`src/rtl/logic_ops_pkg.sv`:
```
// Shared op-code and FSM state encodings for the serial logic controller.
// Also provides the counter index width helper.
package logic_ops_pkg;

    typedef enum logic [2:0] {
        OP_AND  = 3'd0,
        OP_OR   = 3'd1,
        OP_XOR  = 3'd2,
        OP_XNOR = 3'd3,
        OP_NAND = 3'd4,
        OP_NOR  = 3'd5,
        OP_NOTA = 3'd6,
        OP_BUFA = 3'd7
    } op_e;

    typedef enum logic [1:0] {
        ST_IDLE = 2'd0,
        ST_RUN  = 2'd1,
        ST_DONE = 2'd2
    } state_e;

    function automatic int idx_width(input int w);
        return (w > 1) ? $clog2(w) : 1;
    endfunction

endpackage

```
`src/rtl/serial_shift_reg.sv`:
```
// WIDTH-bit register with parallel load and single-bit indexed write.
// Load has priority over the bit write.
module serial_shift_reg
    import logic_ops_pkg::*;
#(
    parameter int WIDTH = 8,
    parameter int IW    = idx_width(WIDTH)
) (
    input  logic             clk,
    input  logic             rst,
    input  logic             load,
    input  logic [WIDTH-1:0] din,
    input  logic             wr,
    input  logic [IW-1:0]    idx,
    input  logic             wbit,
    output logic [WIDTH-1:0] q
);

    always_ff @(posedge clk) begin
        if (rst) begin
            q <= '0;
        end else if (load) begin
            q <= din;
        end else if (wr) begin
            q[idx] <= wbit;
        end
    end

endmodule

```
`src/rtl/serial_logic_ctrl.sv`:
```
// Bit-serial sequencer for an external 1-bit logic unit.
// Operands go out LSB first; the unit's result bit is captured the same cycle.
module serial_logic_ctrl
    import logic_ops_pkg::*;
#(
    parameter int WIDTH = 8
) (
    input  logic             clk,
    input  logic             rst,
    input  logic             start,
    input  logic [2:0]       op,
    input  logic [WIDTH-1:0] a,
    input  logic [WIDTH-1:0] b,
    output logic             s0,
    output logic             s1,
    output logic             s2,
    output logic             a_bit,
    output logic             b_bit,
    input  logic             e_bit,
    output logic             busy,
    output logic             done,
    output logic [WIDTH-1:0] result
);

    localparam int IW = idx_width(WIDTH);
    localparam logic [IW-1:0] LAST = IW'(WIDTH - 1);

    state_e           state;
    state_e           nstate;
    logic [IW-1:0]    cnt;
    op_e              op_reg;
    logic [WIDTH-1:0] a_q;
    logic [WIDTH-1:0] b_q;
    logic             accept;
    logic             run;

    assign accept = (state == ST_IDLE) && start;
    assign run    = (state == ST_RUN);

    always_ff @(posedge clk) begin
        if (rst) begin
            state <= ST_IDLE;
        end else begin
            state <= nstate;
        end
    end

    always_comb begin
        nstate = state;
        unique case (state)
            ST_IDLE: if (start) nstate = ST_RUN;
            ST_RUN:  if (cnt == LAST) nstate = ST_DONE;
            ST_DONE: nstate = ST_IDLE;
            default: nstate = ST_IDLE;
        endcase
    end

    always_comb begin
        busy  = (state != ST_IDLE);
        done  = (state == ST_DONE);
        a_bit = run ? a_q[cnt] : 1'b0;
        b_bit = run ? b_q[cnt] : 1'b0;
        s0    = op_reg[0];
        s1    = op_reg[1];
        s2    = op_reg[2];
    end

    always_ff @(posedge clk) begin
        if (rst) begin
            cnt    <= '0;
            op_reg <= OP_AND;
        end else if (accept) begin
            cnt    <= '0;
            op_reg <= op_e'(op);
        end else if (run) begin
            cnt <= (cnt == LAST) ? '0 : cnt + IW'(1);
        end
    end

    serial_shift_reg #(.WIDTH(WIDTH)) u_a (
        .clk  (clk),
        .rst  (rst),
        .load (accept),
        .din  (a),
        .wr   (1'b0),
        .idx  (cnt),
        .wbit (1'b0),
        .q    (a_q)
    );

    serial_shift_reg #(.WIDTH(WIDTH)) u_b (
        .clk  (clk),
        .rst  (rst),
        .load (accept),
        .din  (b),
        .wr   (1'b0),
        .idx  (cnt),
        .wbit (1'b0),
        .q    (b_q)
    );

    // Result is cleared on accept and filled one bit per RUN cycle.
    serial_shift_reg #(.WIDTH(WIDTH)) u_res (
        .clk  (clk),
        .rst  (rst),
        .load (accept),
        .din  ('0),
        .wr   (run),
        .idx  (cnt),
        .wbit (e_bit),
        .q    (result)
    );

endmodule
```
`config.mk`:
```
export PLATFORM = sky130hd
export DESIGN_NAME = serial_logic_ctrl
export DESIGN_NICKNAME = d
export VERILOG_FILES = /design/src/rtl/logic_ops_pkg.sv /design/src/rtl/serial_shift_reg.sv /design/src/rtl/serial_logic_ctrl.sv
export SDC_FILE = /design/constraint.sdc
export NUM_CORES = 1
export LEC_CHECK = 0
export BUFFER_PORTS_ARGS = -buffer_cell sky130_fd_sc_hd__buf_2
export CORE_UTILIZATION = 40
export CTS_CLUSTER_SIZE = 40
export DETAILED_ROUTE_END_ITERATION = 16
export SYNTH_ARGS = -nofsm -noshare
export SYNTH_HDL_FRONTEND = slang
export SYNTH_SLANG_ARGS = --single-unit
```
`constraint.sdc`:
```
create_clock -name clk -period 2.1 [get_ports clk]
set_input_delay 0 -clock clk [delete_from_list [all_inputs] [get_ports clk]]
set_output_delay 0 -clock clk [all_outputs]
set_load 0.03 [all_outputs]
```
== Yosys cells after proc, flatten, opt, wreduce, memory -nomap -nowiden ==
Cells that the tools add are included.

* Add/subtract/negate cells: 1
* Magnitude comparators: 2
* Eq/ne operators: 5
* Muxes and demuxes: 13
* Reduce and logical (&&, ||, !) cells: 6

{| class="wikitable"
|+ Operator list
! operator !! count
|-
| 8-bit bitwise mux || 1
|-
| 1-bit binary-select mux with 3-bit select || 2
|-
| 1-bit two-way mux || 5
|-
| 3-bit by 4-bit < comparator with 1-bit output (second input constant) || 1
|-
| 2-bit two-way mux || 2
|-
| 2-bit case mux with 2 select lines || 1
|-
| 3-bit by 1-bit adder with 3-bit output (second input constant) || 1
|-
| 1-bit demux with 3-bit select || 1
|-
| 3-bit == test (second input constant) || 1
|-
| 3-bit by 1-bit greater-or-equal comparator with 1-bit output (second input constant) || 1
|-
| 3-bit two-way mux || 1
|-
| 2-bit by 1-bit == test with 1-bit output (second input constant) || 1
|-
| 2-bit == test (second input constant) || 1
|-
| 1-bit logical AND || 2
|-
| 2-bit logical NOT || 1
|-
| 2-bit by 1-bit != test with 1-bit output (second input constant) || 1
|-
| 2-bit != test (second input constant) || 1
|-
| 2-bit AND reduction || 1
|-
| 2-bit nonzero test || 1
|-
| 2-bit OR reduction || 1
|}

* Flip-flop bits (word level): 32
* Bits of input ports: 23
* Output and inout bits: 15
* Logic and storage cells: 33

== Logic depth before layout (Yosys ltp) ==
* Depth in word-level cells: 5
* Depth in mapped cells: 5
* Gate-level depth less buffers: 5

== Hierarchy ==
From an unflattened synthesis, not the netlist that was laid out.

* Cells, all modules: 200
* Area total of the unflattened synthesis: 1990.7 µm²

{| class="wikitable"
|+ By module, submodules not included
! module !! instances !! cells each !! area each (µm²) !! seq. area each (µm²)
|-
| serial_shift_reg || 3 || 52 || 499.2 || 160.2
|-
| serial_logic_ctrl || 1 || 44 || 493.0 || 160.2
|}

== Worst setup path after synthesis ==
Ideal clock, no wire load.

* Path type: register -> output
* From: register cnt[0]
* To: output b_bit
* Arrival: 1.493 ns
* Required time: 2.100 ns
* Setup slack: 0.607 ns
* Cell stages (with the launch flop): 4
* Path buffers: 0
* Cell sequence: dfxtp_1 mux4_2 inv_1 a2111oi_2

* Longest elaborated chain between the ends: 3

{| class="wikitable"
|+ Ends and longest elaborated chain
! element !! line !! text
|-
| from (decl) || serial_logic_ctrl.sv:30 || <nowiki>logic [IW-1:0] cnt;</nowiki>
|-
| from (signal assigned) || serial_logic_ctrl.sv:76 || <nowiki>cnt <= (cnt == LAST) ? '0 : cnt + IW'(1);</nowiki>
|-
| 1-bit binary-select mux with 3-bit select || serial_logic_ctrl.sv:62 || <nowiki>b_bit = run ? b_q[cnt] : 1'b0;</nowiki>
|-
| 1-bit two-way mux (not written as such) || serial_logic_ctrl.sv:62 ||
|-
| 1-bit two-way mux || serial_logic_ctrl.sv:62 ||
|-
| to (decl) || serial_logic_ctrl.sv:18 || <nowiki>output logic b_bit,</nowiki>
|}

No other way between the ends. The select of a mux whose other input is x is not followed.

== Worst setup path in the final report ==
Ends and elaborated chain as after synthesis.

==> flow_summary.toml <==
[logic_synthesis]
synth_most_common_cell = "nand2_1"
synthSimpleGateAreaFrac_pct = 26.2
synth-seq-cells = 32
ys_seq_area_share_pct = 44.6
synthTopCellsByCount = "nand2_1 (43), dfxtp_1 (32), a21oi_1 (30), buf_2 (8), nand3_1 (7)"
synthXorXnorAreaFrac_pct = 0
ys_warn_count = 0
synth_edf_count = 0
synth_top_family_by_area = "simple AND/OR/NAND/NOR gates"
synthAdderAreaFrac_pct = 1.74
syn_area_mm2 = 0.00144
synth_area_leaders = "dfxtp_1 (45%), nand2_1 (11%), a21oi_1 (10%)"
synth_nets = 198
syn_inst = 173
synth_flop_cell = "dfxtp_1"
async_reset_ff_share_pct = 0
avgSynthCellArea_um2 = 8.31
muxShareOfSynthArea_pct = 5.83
ys_types = 33
synth_top_area_share_pct = 44.6
synth_compound_area_share_pct = 16.3
synth_top_area_cell = "dfxtp_1"

[detailed_routing]
wl_mm = 3.19
drc_errors = 0
routedWlPerCell_um = 11.8
vias = 1351
dr.first_iter.drc_count = 63
avgViaCountPerCell = 5.00
final_antenna_net_count = 0
drt-pass1-iter-count = 4

[layout]
final_cells = 270
top_regs = "u_a.q x8, u_b.q x8, u_res.q x8"
final_nets = 251
drive_above_1_share_pct = 22.3
area_delta_synth_final_pct = 29.9
antennaDiodeCount = 0

[outcome]
outcome = "complete, no violations"

[power_and_ir_drop]
vdd_drop_max_uv = 336
p_leak_nw = 0.753
cellPowerDensity_mw_per_mm2 = 598

[worst_setup_path]
cp-start-kind = "flop"
crit_start = "cnt[0]$_SDFFE_PP0N_"
required_ns = 2.10
r2r-start = "state[0]$_SDFFE_PP0P_"
crit_path_max_fanout = 14
end_kind = "primary output"
path_class = "flop to primary output"
worstPathArrival_ns = 1.93

[grt]
grt_use_total_pct = 18.4
grt_util_met2_pct = 31.9
top_usage_layer = "met2"
grt-ovfl-total = 0
met1_usage_pct = 20.5
grt_pass1_vias = 1222
grt_max_degree = 23
grtUsageMet3_pct = 6.83
grt_pass1_wl_mm = 5.06
antenna_found_initial = 0

[sta]
hold_viol_final = 0
setup_ws_ns = 0.171
finalSetupViolCount = 0
fin_tns_setup_ns = 0
period_minus_slack_ns = 1.93
tightest_slew_ns = 0.697
finalMaxSlewViolations = 0
layout_worst_path_cycle_share_pct = 91.9
fmax_ghz = 0.518
rsz0062_at_grt = "no"
maxSlewHeadroom_pct = 53.5
fin_worst_skew_ns = 0.00666

[floorplanning]
die_w_um = 62.0
die-area_mm2 = 0.00384
start_util_pct = 42.4
num_io_pins = 38
die_height_um = 62.0
core_area_mm2 = 0.00339
row_count = 21

[placement]
dp.cells = 244
dp.final_hpwl_mm = 2.11
numPortBuffers = 37
dpl_worst_slack_ns = 0.433
gp_congestion = 0.758

[clock_network]
clock-sinks = 32
cts_tree = "done"
cts_setup_buffers = 0
h-tree-depth = 2
cts.clk_slew.worst_paths_ns = 0.09
ctsLongestPathBuffers = 2
cts_root_buf = "clkbuf_4"
cts_inserted_buffers = 5
clk-insertion-delay-late_ns = 0.33

[job]
drv_cap = 0

[worst_hold_path]
hold_class = "primary input to flop"
hp-start = "rst"
[per-layer routing]
metal | share of wire (%) | vias to the layer above | wire length [um]
li1 | - | 699 | -
met1 | 46 | 606 | 1470
met2 | 47 | 40 | 1500
met3 | 5.1 | 6 | 164
met4 | 1.5 | 0 | 47
met5 | 0 | - | 0
[kinds of logic after synthesis]
| group | after synthesis |
|---|---|
| mux | 7 |
| flops | 32 |
| fa+ha+maj | 2 |
| buf+inv | 15 |
| compound gates | 42 |
| simple gates | 75 |
[where the power goes]
part           leakage, nW  switching (mW)  total [mW]  internal, mW
Sequential           0.262          0.0209       0.652         0.631
Clock               0.0230           0.188       0.300         0.112
Combinational        0.469          0.0834       0.165        0.0819
Total                0.753           0.292        1.12         0.825
[worst max-delay path, cell delays in order, from the launching register on]
cell	delay, ns
dfxtp_1	0.65
mux4_2	0.31
inv_1	0.05
a2111oi_2	0.34
buf_2	0.25
[cell type report]
| type | count | area (um2) |
|---|---|---|
| inverters | 2 | 7.51 |
| multi-input cells | 126 | 719 |
| flip-flops and latches | 32 | 642 |
| fillers | 331 | 1520 |
| well taps | 46 | 57.6 |
| clock buffers | 5 | 37.5 |
| repair buffers | 59 | 403 |
[stage by stage]
step           hold WS (ns)  util, %  cell area, um2  power (mW)
2_1_floorplan        0.0768        -            1440       0.762
6_report             0.0804     55.1            1870        1.12
4_1_cts              0.0745     55.0            1870        1.14
3_3_place_gp          0.239     47.7            1620       0.798
5_1_grt              0.0832     55.1            1870        1.18
3_5_place_dp          0.248     47.7            1620       0.803
[layout by cell type (no fill, tap or decap), drive strengths merged, types with 3 or more instances in the layout]
cell and n:
nor2b 5, nor3 3, nor3b 4, buf 38, mux2i 5, nand2b 4, nand3 7, nand2 43
dlygate4sd3 21, clkbuf 5, o21ai 6, a21oi 30, dfxtp 32
[final timing paths]
| check | to | cells past startpoint | slack [ns] |
|---|---|---|---|
| max reg2reg | u_res.q[0]$_SDFFE_PP0P_ | 3 | 0.63 |
| min reg2reg | u_a.q[3]$_SDFFE_PP0P_ | 2 | 0.46 |
| max | b_bit | 4 | 0.17 |
| min | u_b.q[4]$_SDFFE_PP0P_ | 2 | 0.08 |
[what timing repair did]
item	4_1_cts	5_1_grt
endpoints found under the setup margin	0	1
gates resized for setup	0	1
hold endpoints to repair	28	0
hold buffers	21	0
Power figures use the tool's default switching activity.
